File: config.mk
export PLATFORM = sky130hd
export DESIGN_NAME = fir_calc_sequencer
export DESIGN_NICKNAME = d
export VERILOG_FILES = /design/src/rtl/fir_calc_sequencer.sv
export SDC_FILE = /design/constraint.sdc
export NUM_CORES = 1
export LEC_CHECK = 0
export CELL_PAD_IN_SITES_DETAIL_PLACEMENT = 1
export CELL_PAD_IN_SITES_GLOBAL_PLACEMENT = 1
export CORE_AREA = 2 2 66 68
export DETAILED_ROUTE_END_ITERATION = 6
export DIE_AREA = 0 0 68 70
export DONT_BUFFER_PORTS = 1
export PLACE_DENSITY_LB_ADDON = 0.1
export SLEW_MARGIN = 20
export SYNTH_ARGS = -nofsm -noshare
export SYNTH_HDL_FRONTEND = slang
export SYNTH_SLANG_ARGS = --single-unit
File: constraint.sdc
create_clock -name clk -period 1.7 [get_ports clk]
set_clock_uncertainty 0.05 [all_clocks]
set_input_delay 0.34 -clock clk [delete_from_list [all_inputs] [get_ports clk]]
set_output_delay 0.34 -clock clk [all_outputs]
set_load 0.01 [all_outputs]
File: src/rtl/fir_calc_sequencer.sv
// Sequencer that time-shares one MAC across NUM_FILTERS FIR channels.
// Every accepted start runs CLEAR / MAC x NUM_TAPS / LATCH once per enabled
// filter, then a single DONE cycle. Outputs are registered from the current
// state, so each strobe appears one cycle after the state that produces it.
module fir_calc_sequencer #(
  parameter int unsigned NUM_TAPS    = 9,
  parameter int unsigned NUM_FILTERS = 4,
  parameter int unsigned TAP_W       = 4,
  parameter int unsigned FILT_W      = 2
) (
  input  logic                   clk,
  input  logic                   rst,
  input  logic                   i_start_calc,
  input  logic [NUM_FILTERS-1:0] i_filter_en,
  input  logic                   i_clr_overrun,
  output logic                   o_busy,
  output logic [FILT_W-1:0]      o_filter_sel,
  output logic [TAP_W-1:0]       o_tap_sel,
  output logic                   o_mac_clr,
  output logic                   o_mac_en,
  output logic                   o_result_latch,
  output logic                   o_done,
  output logic                   o_overrun,
  output logic [7:0]             o_drop_count
);

  localparam int unsigned        CNT_W    = 8;
  localparam logic [TAP_W-1:0]   LAST_TAP = TAP_W'(NUM_TAPS - 1);
  localparam logic [CNT_W-1:0]   CNT_MAX  = '1;

  typedef enum logic [2:0] {
    S_IDLE  = 3'd0,
    S_CLEAR = 3'd1,
    S_MAC   = 3'd2,
    S_LATCH = 3'd3,
    S_DONE  = 3'd4
  } state_t;

  state_t                 r_state, w_state_nxt;
  logic [NUM_FILTERS-1:0] r_en_q, w_en_q_nxt;
  logic [FILT_W-1:0]      r_filt, w_filt_nxt;
  logic [TAP_W-1:0]       r_tap, w_tap_nxt;
  logic [FILT_W-1:0]      w_first_idx, w_next_idx;
  logic                   w_next_found;
  logic                   w_drop;

  logic                   r_busy, r_mac_clr, r_mac_en, r_result_latch, r_done, r_overrun;
  logic [FILT_W-1:0]      r_filter_sel, w_filter_sel_nxt;
  logic [TAP_W-1:0]       r_tap_sel, w_tap_sel_nxt;
  logic [CNT_W-1:0]       r_drop_count;

  // Lowest enabled filter of the incoming mask, and next enabled filter above the current one.
  always_comb begin
    w_first_idx  = '0;
    w_next_idx   = '0;
    w_next_found = 1'b0;
    for (int k = NUM_FILTERS - 1; k >= 0; k--) begin
      if (i_filter_en[k]) w_first_idx = FILT_W'(k);
      if (r_en_q[k] && (k > int'(r_filt))) begin
        w_next_idx   = FILT_W'(k);
        w_next_found = 1'b1;
      end
    end
  end

  // Next-state and datapath-index logic.
  always_comb begin
    w_state_nxt = r_state;
    w_en_q_nxt  = r_en_q;
    w_filt_nxt  = r_filt;
    w_tap_nxt   = r_tap;
    case (r_state)
      S_IDLE: begin
        if (i_start_calc) begin
          w_en_q_nxt = i_filter_en;
          if (i_filter_en == '0) begin
            w_state_nxt = S_DONE;
          end else begin
            w_filt_nxt  = w_first_idx;
            w_tap_nxt   = '0;
            w_state_nxt = S_CLEAR;
          end
        end
      end
      S_CLEAR: begin
        w_tap_nxt   = '0;
        w_state_nxt = S_MAC;
      end
      S_MAC: begin
        if (r_tap == LAST_TAP) w_state_nxt = S_LATCH;
        else                   w_tap_nxt   = r_tap + TAP_W'(1);
      end
      S_LATCH: begin
        if (w_next_found) begin
          w_filt_nxt  = w_next_idx;
          w_tap_nxt   = '0;
          w_state_nxt = S_CLEAR;
        end else begin
          w_state_nxt = S_DONE;
        end
      end
      S_DONE:  w_state_nxt = S_IDLE;
      default: w_state_nxt = S_IDLE;
    endcase
  end

  // Select outputs follow the active filter/tap and hold outside CLEAR/MAC/LATCH.
  always_comb begin
    w_filter_sel_nxt = r_filter_sel;
    w_tap_sel_nxt    = r_tap_sel;
    if (r_state == S_CLEAR || r_state == S_MAC || r_state == S_LATCH) w_filter_sel_nxt = r_filt;
    if (r_state == S_CLEAR)    w_tap_sel_nxt = '0;
    else if (r_state == S_MAC) w_tap_sel_nxt = r_tap;
  end

  assign w_drop = i_start_calc && (r_state != S_IDLE);

  // State register and registered outputs.
  always_ff @(posedge clk) begin
    if (rst) begin
      r_state        <= S_IDLE;
      r_en_q         <= '0;
      r_filt         <= '0;
      r_tap          <= '0;
      r_busy         <= 1'b0;
      r_mac_clr      <= 1'b0;
      r_mac_en       <= 1'b0;
      r_result_latch <= 1'b0;
      r_done         <= 1'b0;
      r_filter_sel   <= '0;
      r_tap_sel      <= '0;
    end else begin
      r_state        <= w_state_nxt;
      r_en_q         <= w_en_q_nxt;
      r_filt         <= w_filt_nxt;
      r_tap          <= w_tap_nxt;
      r_busy         <= (r_state != S_IDLE);
      r_mac_clr      <= (r_state == S_CLEAR);
      r_mac_en       <= (r_state == S_MAC);
      r_result_latch <= (r_state == S_LATCH);
      r_done         <= (r_state == S_DONE);
      r_filter_sel   <= w_filter_sel_nxt;
      r_tap_sel      <= w_tap_sel_nxt;
    end
  end

  // Overrun flag and saturating drop counter; a drop beats a same-cycle clear.
  always_ff @(posedge clk) begin
    if (rst) begin
      r_overrun    <= 1'b0;
      r_drop_count <= '0;
    end else if (w_drop) begin
      r_overrun <= 1'b1;
      if (i_clr_overrun)               r_drop_count <= CNT_W'(1);
      else if (r_drop_count != CNT_MAX) r_drop_count <= r_drop_count + CNT_W'(1);
    end else if (i_clr_overrun) begin
      r_overrun    <= 1'b0;
      r_drop_count <= '0;
    end
  end

  assign o_busy         = r_busy;
  assign o_filter_sel   = r_filter_sel;
  assign o_tap_sel      = r_tap_sel;
  assign o_mac_clr      = r_mac_clr;
  assign o_mac_en       = r_mac_en;
  assign o_result_latch = r_result_latch;
  assign o_done         = r_done;
  assign o_overrun      = r_overrun;
  assign o_drop_count   = r_drop_count;

endmodule

==> results.txt, run 1 <==
The run finished with clean final reports. The tightest min-delay check is of the input port to register type. The tool flagged a number of max-cap violations equal to 0. By startpoint and endpoint, the worst setup path is classified as register to register. The post-synth net total is 187.

Of all flip-flops after synthesis, the portion carrying an async set or reset was 0%. The number of core rows is 24. The maximum level of the CTS H-tree is 2. The share of the core filled with cells is 45.1%.

The die is 68 um wide. In the layout the commonest cells are sky130_fd_sc_hd__dfxtp_1 (27), sky130_fd_sc_hd__nor2_1 (20), sky130_fd_sc_hd__buf_4 (20). The worst slew slack as a fraction of its limit came out at 71.1%.

In the final design database the tool counted 207 nets. The final critical-path required period came out at 1.64 ns. Entering global routing, the biggest net connects 22 pins. The required time reported for the critical path endpoint is 1.88 ns. The sum of negative setup slack came out at 0 ns. The setup-violating endpoint count in the final report came out at 0. The clock insertion delay at the later pin of the skew report is 0.29 ns. The worst setup path is captured at a register. The proportion of netlist area held by the largest area contributor came out at 41.2%. Sorting the synthesized cells by area gives the leading types as sky130_fd_sc_hd__dfxtp_1 (41%), sky130_fd_sc_hd__nor2_1 (4.8%), sky130_fd_sc_hd__a21oi_1 (4.2%), sky130_fd_sc_hd__o21ai_0 (3.2%), sky130_fd_sc_hd__a2bb2oi_1 (2.8%).

Buffers inserted to repair hold after CTS numbered 0. For this design the static power due to leakage is 0.730 nW. The number of nets with antenna violations after routing came out at 0.

The data arrival time at the worst-slack endpoint came out at 1.83 ns. The final critical-path share of the clock period is 96.7%. The cell area reported after detailed placement is 1730 um2. The DRC marker count from the first detailed-route iteration is 57. The die is 70 um tall.

The pre-CTS setup slack came out at -0.0500 ns. The number of buffers added on ports came out at 0. The standard cell with the maximum stage delay on the critical path is sky130_fd_sc_hd__dfxtp_2. Summed over all layers, the routed wires come to 4100 um. Dividing total power by cell area gives a power density of 953 nW/um2. The final hold violation count came out at 0. The per-instance average area after synthesis is 8.83 um2. For this configuration, the core starts out at a cell density of 37.5%. The transition time at the pin with the least slew margin came out at 0.427 ns.

TritonCTS built the clock tree. The CTS sink count is 32. The all-layer global routing usage came out at 19.1%. In this design, the largest share of critical-path delay is due to compound AO/OA/AOI/OAI gates. The number of global-route vias before repair is 1472.

The fraction of final layout cells with drive strength greater than 1 is 24.9%. STA classifies the critical path startpoint as a register. At the end of routability-driven placement, the weighted congestion stood at 0.756. The number of buffer and inverter instances along the worst setup path came out at 2. The largest single stage delay on the critical path is 0.33 ns. The sum of overflow across all layers after global routing came out at 0.

After synthesis the netlist holds a flip-flop and latch count of 32. The floorplan step defined a die boundary enclosing 4760 um2. The mapped cell area came out at 1550 um2.

The detailed placer's ending HPWL came out at 3020 um. After clock tree synthesis, the clock-pin slew on the worst setup and hold paths is 0.07 ns. The finished layout cell area came out at 1870 um2.

The number of enable flip-flop cells after synthesis came out at 0. Along the worst path, the maximum fanout reaches 3. The initial antenna violation count came to 0.

The maximum clock insertion buffer count came out at 2. The sequential fraction of the synthesis area is 41.2%. The count of antenna diodes in the layout came out at 0. The area taken by multi-input logic gates came out at 887 um2. The average via count per standard cell came out at 5.66. The leading area contributor after synthesis is sky130_fd_sc_hd__dfxtp_1. Relative to the synthesized area, the layout overhead comes to 20.3%.

The area of the placeable core is 4140 um2. The commonest non-fill, non-tap cell in the layout is sky130_fd_sc_hd__dfxtp_1. The first detailed-routing pass took 4 iterations. Pin placement for this block handled 28 I/O pins. The total of warnings raised by yosys is 0. The number of CTS-inserted buffers is 5. In this run the clock root is driven by a sky130_fd_sc_hd__clkbuf_8. The critical path goes through inv_1 -> ha_4 -> and3b_2 -> a221oi_2 -> buf_4 -> and4_1 -> a31o_2.

The worst-case register-to-register setup slack came out at 0.06 ns. The sequential cell area is 647 um2. The number of unique standard cell types used by synthesis is 50. The maximum resistive drop on vdd is 0.410 mV. The wire length of the first global-routing pass came out at 6880 um. The total count of max-transition violations in the final report came out at 0. Among all flip-flop cells after synthesis, the most frequent one is sky130_fd_sc_hd__dfxtp_1. The highest attainable clock frequency is 608 MHz. The gate count after technology mapping is 176.

In the final routed layout, each cell accounts on average for 16.5 um. After layout, the worst setup slack is 0.0560 ns. The DRC violations left came out at 0. The total of fill cells in the finished design came out at 495.

Across all layers, the routed design uses 1409 vias.
-- routing by layer --
layer,global-route usage [%],part of all wire [%],vias to the layer above
met2,31.0,49,25
met1,22.8,43,690
met3,6.92,5.0,8
met4,6.89,2.1,0
li1,-,-,686
met5,0,0,-
-- flip-flops by register name, indices dropped and copies added (netlist names), 2 cells and up --
name          flops
o_drop_count      8
r_state           3
o_tap_sel         4
o_filter_sel      2
r_filt            2
r_tap             4
r_en_q            3
-- per-stage QoR --
stage	power [mW]	hold WS, ns	cells
after floorplan	1.06	0.372	176
after global placement	1.14	0.363	239
after detailed placement	1.16	0.365	239
after CTS	1.79	0.0562	248
after global routing	1.89	0.0474	249
final	1.78	0.0639	249
-- where the power goes --
group	internal [mW]	switching, mW	total [mW]
clock network	0.330	0.283	0.613
registers	0.793	0.0539	0.847
logic	0.149	0.172	0.321
-- Yosys cell counts, types with 3 or more instances --
master	n
sky130_fd_sc_hd__o2111ai_1	3
sky130_fd_sc_hd__nand2b_1	3
sky130_fd_sc_hd__nand3_1	4
sky130_fd_sc_hd__clkbuf_1	4
sky130_fd_sc_hd__ha_1	3
sky130_fd_sc_hd__a22oi_1	3
sky130_fd_sc_hd__xor2_1	5
sky130_fd_sc_hd__nand2_1	11
sky130_fd_sc_hd__dfxtp_1	32
sky130_fd_sc_hd__inv_1	8
sky130_fd_sc_hd__nor2_1	20
sky130_fd_sc_hd__a2bb2oi_1	5
sky130_fd_sc_hd__a21oi_1	13
sky130_fd_sc_hd__nor2b_1	3
sky130_fd_sc_hd__o21ai_0	10
sky130_fd_sc_hd__and3_1	3
-- cell families after synthesis --
kind of cell               after synthesis  share of synthesized area (%)
and+or+nand+nor                         65                           23.0
AOI/OAI and AO/OA                       52                           24.1
DFF                                     32                           41.2
buffers and inverters                   15                           3.78
xor gates and xnor gates                 6                           3.38
muxes                                    3                           2.09
adders and majority gates                3                           2.42
-- layout make-up --
| class | instances | share of cell area [%] |
|---|---|---|
| inverter | 8 | 1.61 |
| tap | 52 | 3.48 |
| clock buffer | 8 | 4.82 |
| sequential | 32 | 34.6 |
| multi-input combinational | 129 | 47.5 |
| timing repair buffer | 20 | 8.03 |
-- worst register-to-register path, delay by kind of cell, from the launching register on --
| kind | cells | cell delay [ns] |
|---|---|---|
| adder cells (fa/ha/maj) | 1 | 0.15 |
| buffers and inverters | 2 | 0.23 |
| flip-flops | 1 | 0.33 |
| AO/OA/AOI/OAI | 2 | 0.41 |
| AND/OR/NAND/NOR | 2 | 0.40 |
-- repair_timing --
item                       in CTS  in global routing
pin swaps                       1                  3
setup endpoints to repair       3                  8
gates resized for setup         1                 11
buffers inserted                1                  1
-- path summary, 6_finish.rpt --
check | from | to | cells past startpoint
worst min register to register | r_en_q[2]$_SDFFE_PP0P_ | r_en_q[2]$_SDFFE_PP0P_ | 2
worst max register to register | r_tap[1]$_SDFFE_PP0P_ | r_tap[1]$_SDFFE_PP0P_ | 7
worst max-delay path | r_tap[1]$_SDFFE_PP0P_ | r_tap[1]$_SDFFE_PP0P_ | 7
worst min-delay path | rst | r_en_q[3]$_SDFFE_PP0P_ | 1
(Power assumes the default switching activity.)
==> run 2, diff against run 1 <==
Clock period 1.7 ns to 1.96 ns, I/O delays scaled along.
==> run 2 against run 1 <==
  * Critical path depth is 1 lower
  * Sequential share of layout area increased by 2.5 points
  * Power shrank 17%
  * Clock power down 15%
  * Largest cell class unchanged
==> results.txt, run 2 (synthesis results as in run 1) <==
For this run, the total global-route usage over all layers was measured as 17.4%. After clock tree synthesis, the flow added hold-fix buffers numbering 0. The growth of design area from synthesis to finish is 11.2%. The most critical setup path has its endpoint at r_tap[2]$_SDFFE_PP0P_. The total via count after detailed routing came out at 1324. The critical path starts at r_tap[1]$_SDFFE_PP0P_. The data arrival time at the worst-slack endpoint is 1.97 ns.

The worst setup path is launched from a register. The clock insertion delay at the later pin of the skew report came out at 0.28 ns. Excluding fillers, the count of instances in the completed layout stands at 233. The transition time at the pin with the least slew margin came out at 0.529 ns. The final hold violation count came out at 0. The top fanout value on the critical path came out at 5. For the final routed database, the setup TNS stands at 0 ns. The number of cell instances on the worst register-to-register path came out at 6.

In this run the deepest clock path goes through 2 buffers. The flip-flop count of the largest register after layout is 8. The completed layout was analyzed and its total power is 1.49 mW. Combinational cells account for 15.0% of the total power. The run finished with clean final reports. The aggregate routed wire length came out at 3820 um. The worst-case register-to-register setup slack is 0.11 ns.

The CTS tree is built. The die covers 4760 um2. The count of antenna diodes in the layout is 0.

Setup repair after global routing left no endpoint under its margin. The number of CTS-inserted buffers is 5. For this design the static power due to leakage is 0.649 nW.

The initial cell density of the core is 37.5%. The cell area power density came out at 861 nW/um2. The wire length of the first global-routing pass came out at 6210 um. The cell sitting at the root of the clock tree is a sky130_fd_sc_hd__clkbuf_8. The required time reported for the critical path endpoint came out at 2.08 ns. The floorplan has 24 rows. The share of total power in sequential cells is 49.9%.

The clock drives 32 sinks. The total number of nets in the final design is 191. After detailed routing, the number of vias per cell comes to 5.68. The clock edge transition at the registers on the reported setup and hold paths is 0.07 ns. In this run the critical register-to-register path is captured at r_tap[2]$_SDFFE_PP0P_. The sum of overflow across all layers after global routing came out at 0. The number of primary I/O pins is 28.

The total count of max-transition violations in the final report is 0. The fraction of met1 tracks used by global routing is 21.1%. At the end of routability-driven placement, the weighted congestion stood at 0.711.

The horizontal extent of the die is 68 um. The placed instance count is 225. After the first detailed-routing iteration, the DRC count stood at 37. Summed over all nets, the switching power comes to 0.426 mW. The area of the placeable core is 4140 um2.

The final critical-path share of the clock period came out at 94.3%. Once detailed placement completed, the half-perimeter wirelength came to 2830 um. The fraction of final layout cells with drive strength greater than 1 is 13.8%. The fraction of power spent switching nets came out at 28.6%. The post-CTS setup buffer count came out at 0.

The count of maximum capacitance violations came out at 0. The global routing met3 resource utilization came out at 6.92%. The initial antenna violation count is 0. The total of fill cells in the finished design is 494. Leaving out fill and tap cells, the most frequent cell in the layout is sky130_fd_sc_hd__dfxtp_1. The number of buffers added on ports came out at 0. The worst slew slack as a fraction of its limit is 64.2%. The setup-violating endpoint count in the final report is 0. The critical path is of the register to register type. The most crowded layer after global routing is met2. The worst setup path is captured at a register. Entering global routing, the biggest net connects 22 pins. In this run the remaining antenna-violating nets after routing total 0.

The internal portion of total power came out at 1.06 mW. The height of the chip is 70 um. The final critical-path required period came out at 1.85 ns.

The DRC violations left came out at 0. For this run, the detailed router's first-pass iteration total came to 4. The part of the power in the clock network came out at 35.1%. The number of global-route vias before repair is 1308. The path class of the tightest hold or removal check is input port to register.

The maximum resistive drop on vdd is 0.281 mV. The routed length per placed instance came out at 16.4 um. The library cells used most frequently in the layout, excluding fill and tap cells, are sky130_fd_sc_hd__dfxtp_1 (31), sky130_fd_sc_hd__nor2_1 (20), sky130_fd_sc_hd__a21oi_1 (13). The maximum level of the CTS H-tree is 2. The highest attainable clock frequency is 541 MHz. The worst register-to-register path begins at r_tap[1]$_SDFFE_PP0P_. The global-route met2 utilization is 27.4%.
[run 2: cell count changes in the layout (fill, tap and decap cells not counted), moves of 2 or more]
cell                       previous run  this run
sky130_fd_sc_hd__buf_4               20         4
sky130_fd_sc_hd__dfxtp_2              5         1
sky130_fd_sc_hd__clkinv_2             0         2
sky130_fd_sc_hd__clkbuf_1             2         0
sky130_fd_sc_hd__dfxtp_1             27        31
[run 2: per-layer routing]
layer,part of all wire (%),wire length [um],vias up
met2,49,1890,24
met1,44,1680,645
met3,5.2,197,7
met4,1.5,56,0
li1,-,-,648
met5,0,0,-
[run 2: critical path, cell delays in order (launching register included)]
cell	delay (ns)
sky130_fd_sc_hd__dfxtp_1	0.40
sky130_fd_sc_hd__inv_1	0.07
sky130_fd_sc_hd__ha_1	0.17
sky130_fd_sc_hd__and3b_1	0.21
sky130_fd_sc_hd__a221oi_4	0.33
sky130_fd_sc_hd__nand2_2	0.13
sky130_fd_sc_hd__a311o_1	0.38
[run 2: area by class of cell]
type                       count  area, um2  share of cell area [%]
clock buffer                   6       82.6                    4.78
multi-input combinational    129        868                    50.3
clock inverter                 2       10.0                   0.579
timing repair buffer           4       30.0                    1.74
inverter                       8       30.0                    1.74
sequential                    32        642                    37.1
tap                           52       65.1                    3.77
[run 2: worst min-delay path by stage]
stage                                 startpoint                endpoint  slack [ns]  depth (start not counted)
after floorplan           r_en_q[2]$_SDFFE_PP0P_  r_en_q[2]$_SDFFE_PP0P_        0.40                          2
after global placement                       rst  r_en_q[2]$_SDFFE_PP0P_        0.41                          1
after detailed placement                     rst  r_en_q[3]$_SDFFE_PP0P_        0.42                          1
after CTS                                    rst  r_en_q[3]$_SDFFE_PP0P_        0.11                          1
after global routing                         rst  r_en_q[3]$_SDFFE_PP0P_         0.1                          1
final                                        rst  r_en_q[3]$_SDFFE_PP0P_        0.12                          1
[run 2: per-stage QoR]
step                      utilization [%]  hold slack [ns]  worst slack (ns)  area, um2
after global routing                 41.7           0.0966           0.00376       1730
after detailed placement             39.1            0.417            0.0534       1620
after global placement               39.1            0.414             0.138       1620
after CTS                            41.3            0.108            0.0461       1710
after floorplan                         -            0.397             0.229       1550
final                                41.7            0.119             0.111       1730
[run 2: power groups by stage]
stage          Combinational [mW]  Sequential, mW  Clock [mW]
2_1_floorplan               0.188           0.732           0
3_3_place_gp                0.207           0.754           0
6_report                    0.223           0.743       0.522
3_5_place_dp                0.214           0.756           0
5_1_grt                     0.250           0.750       0.577
4_1_cts                     0.216           0.741       0.543
[run 2: what timing repair did]
item | CTS | global route
setup endpoints to repair | 0 | 3
resized for setup | 0 | 3
hold endpoints to repair | 0 | 0
==> run 3, diff against run 2 <==
Settings changed: ABC_AREA from default to 1, CAP_MARGIN from default to 20, HOLD_SLACK_MARGIN from default to 0.08.
==> run 3 against run 2 <==
  * Non-clock buffer count is 4 lower
  * Setup slack gained 0.23 ns
  * Sequential share of layout area increased by 0.062 points
  * Core utilization decreased by 0.15 points
  * Clock-buffer cell count is the same
  * Flip-flop and latch count stayed put
==> results.txt, run 3 <==
The maximum resistive drop on vdd came out at 0.515 mV. The critical path start-end classification is register to register. The startpoint type of the worst setup path is a register. Summed over all failing endpoints, the final setup total negative slack is 0 ns. The required time reported for the critical path endpoint came out at 2.10 ns. The wire length of the first global-routing pass is 6490 um. For this run, the total global-route usage over all layers was measured as 18.1%.

The setup-violating endpoint count in the final report came out at 0. The initial antenna violation count is 0. The total via count after detailed routing is 1422. In this run the post-CTS setup repair buffer count came out at 0. For the worst setup path, the data arrival time is 1.76 ns. The initial cell density of the core came out at 37.6%.

The clock net in this run drives a total of 32 sinks. The largest net degree at the start of global routing came out at 17. The proportion of netlist area held by the largest area contributor is 41.2%. TritonCTS built the clock tree. The cell area reported after detailed placement came out at 1610 um2. The number of antenna diodes in the final layout is 0.

The leakage power of the design came out at 0.761 nW. The total of warnings raised by yosys is 0. The height of the chip is 70 um. Global routing finished with a remaining overflow of 0.

The total of cells resized after clock tree synthesis is 0. The number of primary I/O pins came out at 28. The average via count per standard cell is 4.97. Yosys attributes the largest share of cell area to sky130_fd_sc_hd__dfxtp_1 (41%), sky130_fd_sc_hd__nand2_1 (14%), sky130_fd_sc_hd__nor2_1 (7.2%), sky130_fd_sc_hd__a21oi_1 (7.1%), sky130_fd_sc_hd__inv_1 (7.0%). The number of unique standard cell types used by synthesis came out at 22. The highest attainable clock frequency came out at 618 MHz. The gate count after technology mapping is 228.

At the end of routability-driven placement, the weighted congestion stood at 0.824. Setup repair after global routing left no endpoint under its margin. The finished layout cell area is 1720 um2. The number of nets with antenna violations after routing came out at 0. The worst slew slack as a fraction of its limit is 79.6%. Counting instances in the post-synthesis netlist gives the leading cell types as sky130_fd_sc_hd__nand2_1 (59), sky130_fd_sc_hd__dfxtp_1 (32), sky130_fd_sc_hd__nor2_1 (30).

Buffers placed on the I/O ports in this run total 0. The library cell used most frequently in the layout, excluding fill and tap cells, is sky130_fd_sc_hd__nand2_1. The number of global-route vias before repair is 1482. The worst-case setup margin in the final layout came out at 0.342 ns. The async set-reset flop share out of synthesis came out at 0%. The largest total area in the synthesized netlist belongs to sky130_fd_sc_hd__dfxtp_1.

The DRC marker count from the first detailed-route iteration came out at 54. The area enclosed by the die boundary came out at 4760 um2. In this run the deepest clock path goes through 2 buffers. The maximum level of the CTS H-tree is 2. The endpoint class of the critical path is a register. The tree is rooted in a sky130_fd_sc_hd__clkbuf_8. The growth of design area from synthesis to finish came out at 10.6%. The area of the placeable core is 4140 um2. The top fanout value on the critical path is 5. Before antenna repair, the detailed router went through 4 iterations. The library cells used most frequently in the layout, excluding fill and tap cells, are sky130_fd_sc_hd__nand2_1 (59), sky130_fd_sc_hd__dfxtp_1 (32), sky130_fd_sc_hd__nor2_1 (30). The number of CTS-inserted buffers came out at 5.

At the pin with the least slew margin, the transition time is 0.304 ns. The DRC violations left came out at 0. The completed layout was analyzed and its total power is 2.25 mW.

The total count of max-transition violations in the final report was 0. The fraction of final layout cells with drive strength greater than 1 is 8.12%. Counting tap cells, the placed design contains a total of 278 instances. The register with the most flip-flops in the layout has 8 of them.

The sequential fraction of the synthesis area came out at 41.2%. The count of maximum capacitance violations came out at 0. The detailed placer's ending HPWL is 3050 um. The hold buffer count at cts came out at 0.

At the placement stage, the worst setup path has a slack of 0.353 ns. The final hold violation count came out at 0. The final critical-path share of the clock period came out at 82.6%. The per-instance average area after synthesis came out at 6.83 um2.

The clock edge transition at the registers on the reported setup and hold paths came out at 0.07 ns. The final critical-path required period is 1.62 ns. The leading cell type by number of instances after synthesis is sky130_fd_sc_hd__nand2_1. The horizontal extent of the die is 68 um.

The post-synthesis sequential element count is 32. Dividing the detail-routed wire length by the instance count gives 13.6 um. The clock insertion delay at the later pin of the skew report is 0.29 ns. The number of nets in the synthesized netlist is 239. In this run the cell area of the synthesized design comes to 1560 um2. The number of standard cells in the final layout excluding fillers came out at 286.

The aggregate routed wire length is 3880 um. The number of enable flip-flop cells after synthesis is 0. The number of core rows came out at 24. The cell area power density is 1310 nW/um2. The run finished with clean final reports. In the synthesized netlist the dominant register cell turns out to be sky130_fd_sc_hd__dfxtp_1. The net count of the finished layout is 244. The worst hold path belongs to the class input port to register.
-- run 3: cell types whose count changed in the layout (fill, tap and decap cells not counted), sizes merged, moves of 9 or more --
cell,delta
nor2,+12
a21oi,+9
nand3,+16
nand2,+52
inv,+23
-- run 3: worst max-delay path, stage by stage (launching register included) --
cell	delay (ns)
sky130_fd_sc_hd__dfxtp_1	0.45
sky130_fd_sc_hd__ha_1	0.23
sky130_fd_sc_hd__nand2_1	0.09
sky130_fd_sc_hd__inv_1	0.12
sky130_fd_sc_hd__nand3_1	0.15
sky130_fd_sc_hd__nand2_2	0.14
sky130_fd_sc_hd__nand2_4	0.07
sky130_fd_sc_hd__nand2_1	0.07
sky130_fd_sc_hd__nand2_1	0.05
sky130_fd_sc_hd__nand3_1	0.07
sky130_fd_sc_hd__inv_1	0.04
-- run 3: final timing paths --
path,start,slack (ns),cells past startpoint,end
setup / recovery,o_drop_count[0]$_SDFFE_PP0P_,0.34,10,o_drop_count[6]$_SDFFE_PP0P_
setup reg to reg,o_drop_count[0]$_SDFFE_PP0P_,0.34,10,o_drop_count[6]$_SDFFE_PP0P_
hold / removal,rst,0.12,1,o_mac_en$_SDFF_PP0_
hold reg to reg,r_en_q[2]$_SDFFE_PP0P_,0.43,2,r_en_q[2]$_SDFFE_PP0P_
-- run 3: per-stage QoR --
stage	hold slack [ns]	utilization (%)
final	0.117	41.5
after detailed placement	0.416	38.9
after global routing	0.0998	41.5
after global placement	0.401	38.9
after floorplan	0.390	-
after CTS	0.106	41.5
-- run 3: routing by layer --
| layer | share of wire, % | track usage, % | up-vias |
|---|---|---|---|
| li1 | - | - | 732 |
| met1 | 43 | 20.8 | 656 |
| met2 | 51 | 31.1 | 27 |
| met3 | 4.4 | 5.31 | 7 |
| met4 | 1.6 | 6.22 | 0 |
| met5 | 0 | 0 | - |
-- run 3: layout make-up --
cell class	count	area [um2]
clock buffers	6	72.6
flip-flops and latches	32	641
multi-input cells	161	783
inverters	33	125
clock inverters	2	35.0
fillers	550	2420
well taps	52	65.1
-- run 3: power by group --
part / switching (mW) / internal (mW) / leakage (nW)
clock: 0.247 / 0.377 / 0.0552
sequential: 0.132 / 0.782 / 0.261
combinational: 0.487 / 0.227 / 0.446
total: 0.866 / 1.39 / 0.761
-- run 3: cell families (layout without fill, tap and decap cells) --
group | count (synthesis) | count (layout) | share of synthesized area (%)
AND/OR/NAND/NOR | 124 | 124 | 36.0
buffers and inverters | 35 | 41 | 8.52
AO/OA/AOI/OAI | 33 | 33 | 11.3
flip-flops | 32 | 32 | 41.2
adder cells (fa/ha/maj) | 3 | 3 | 2.41
XOR/XNOR | 1 | 1 | 0.563
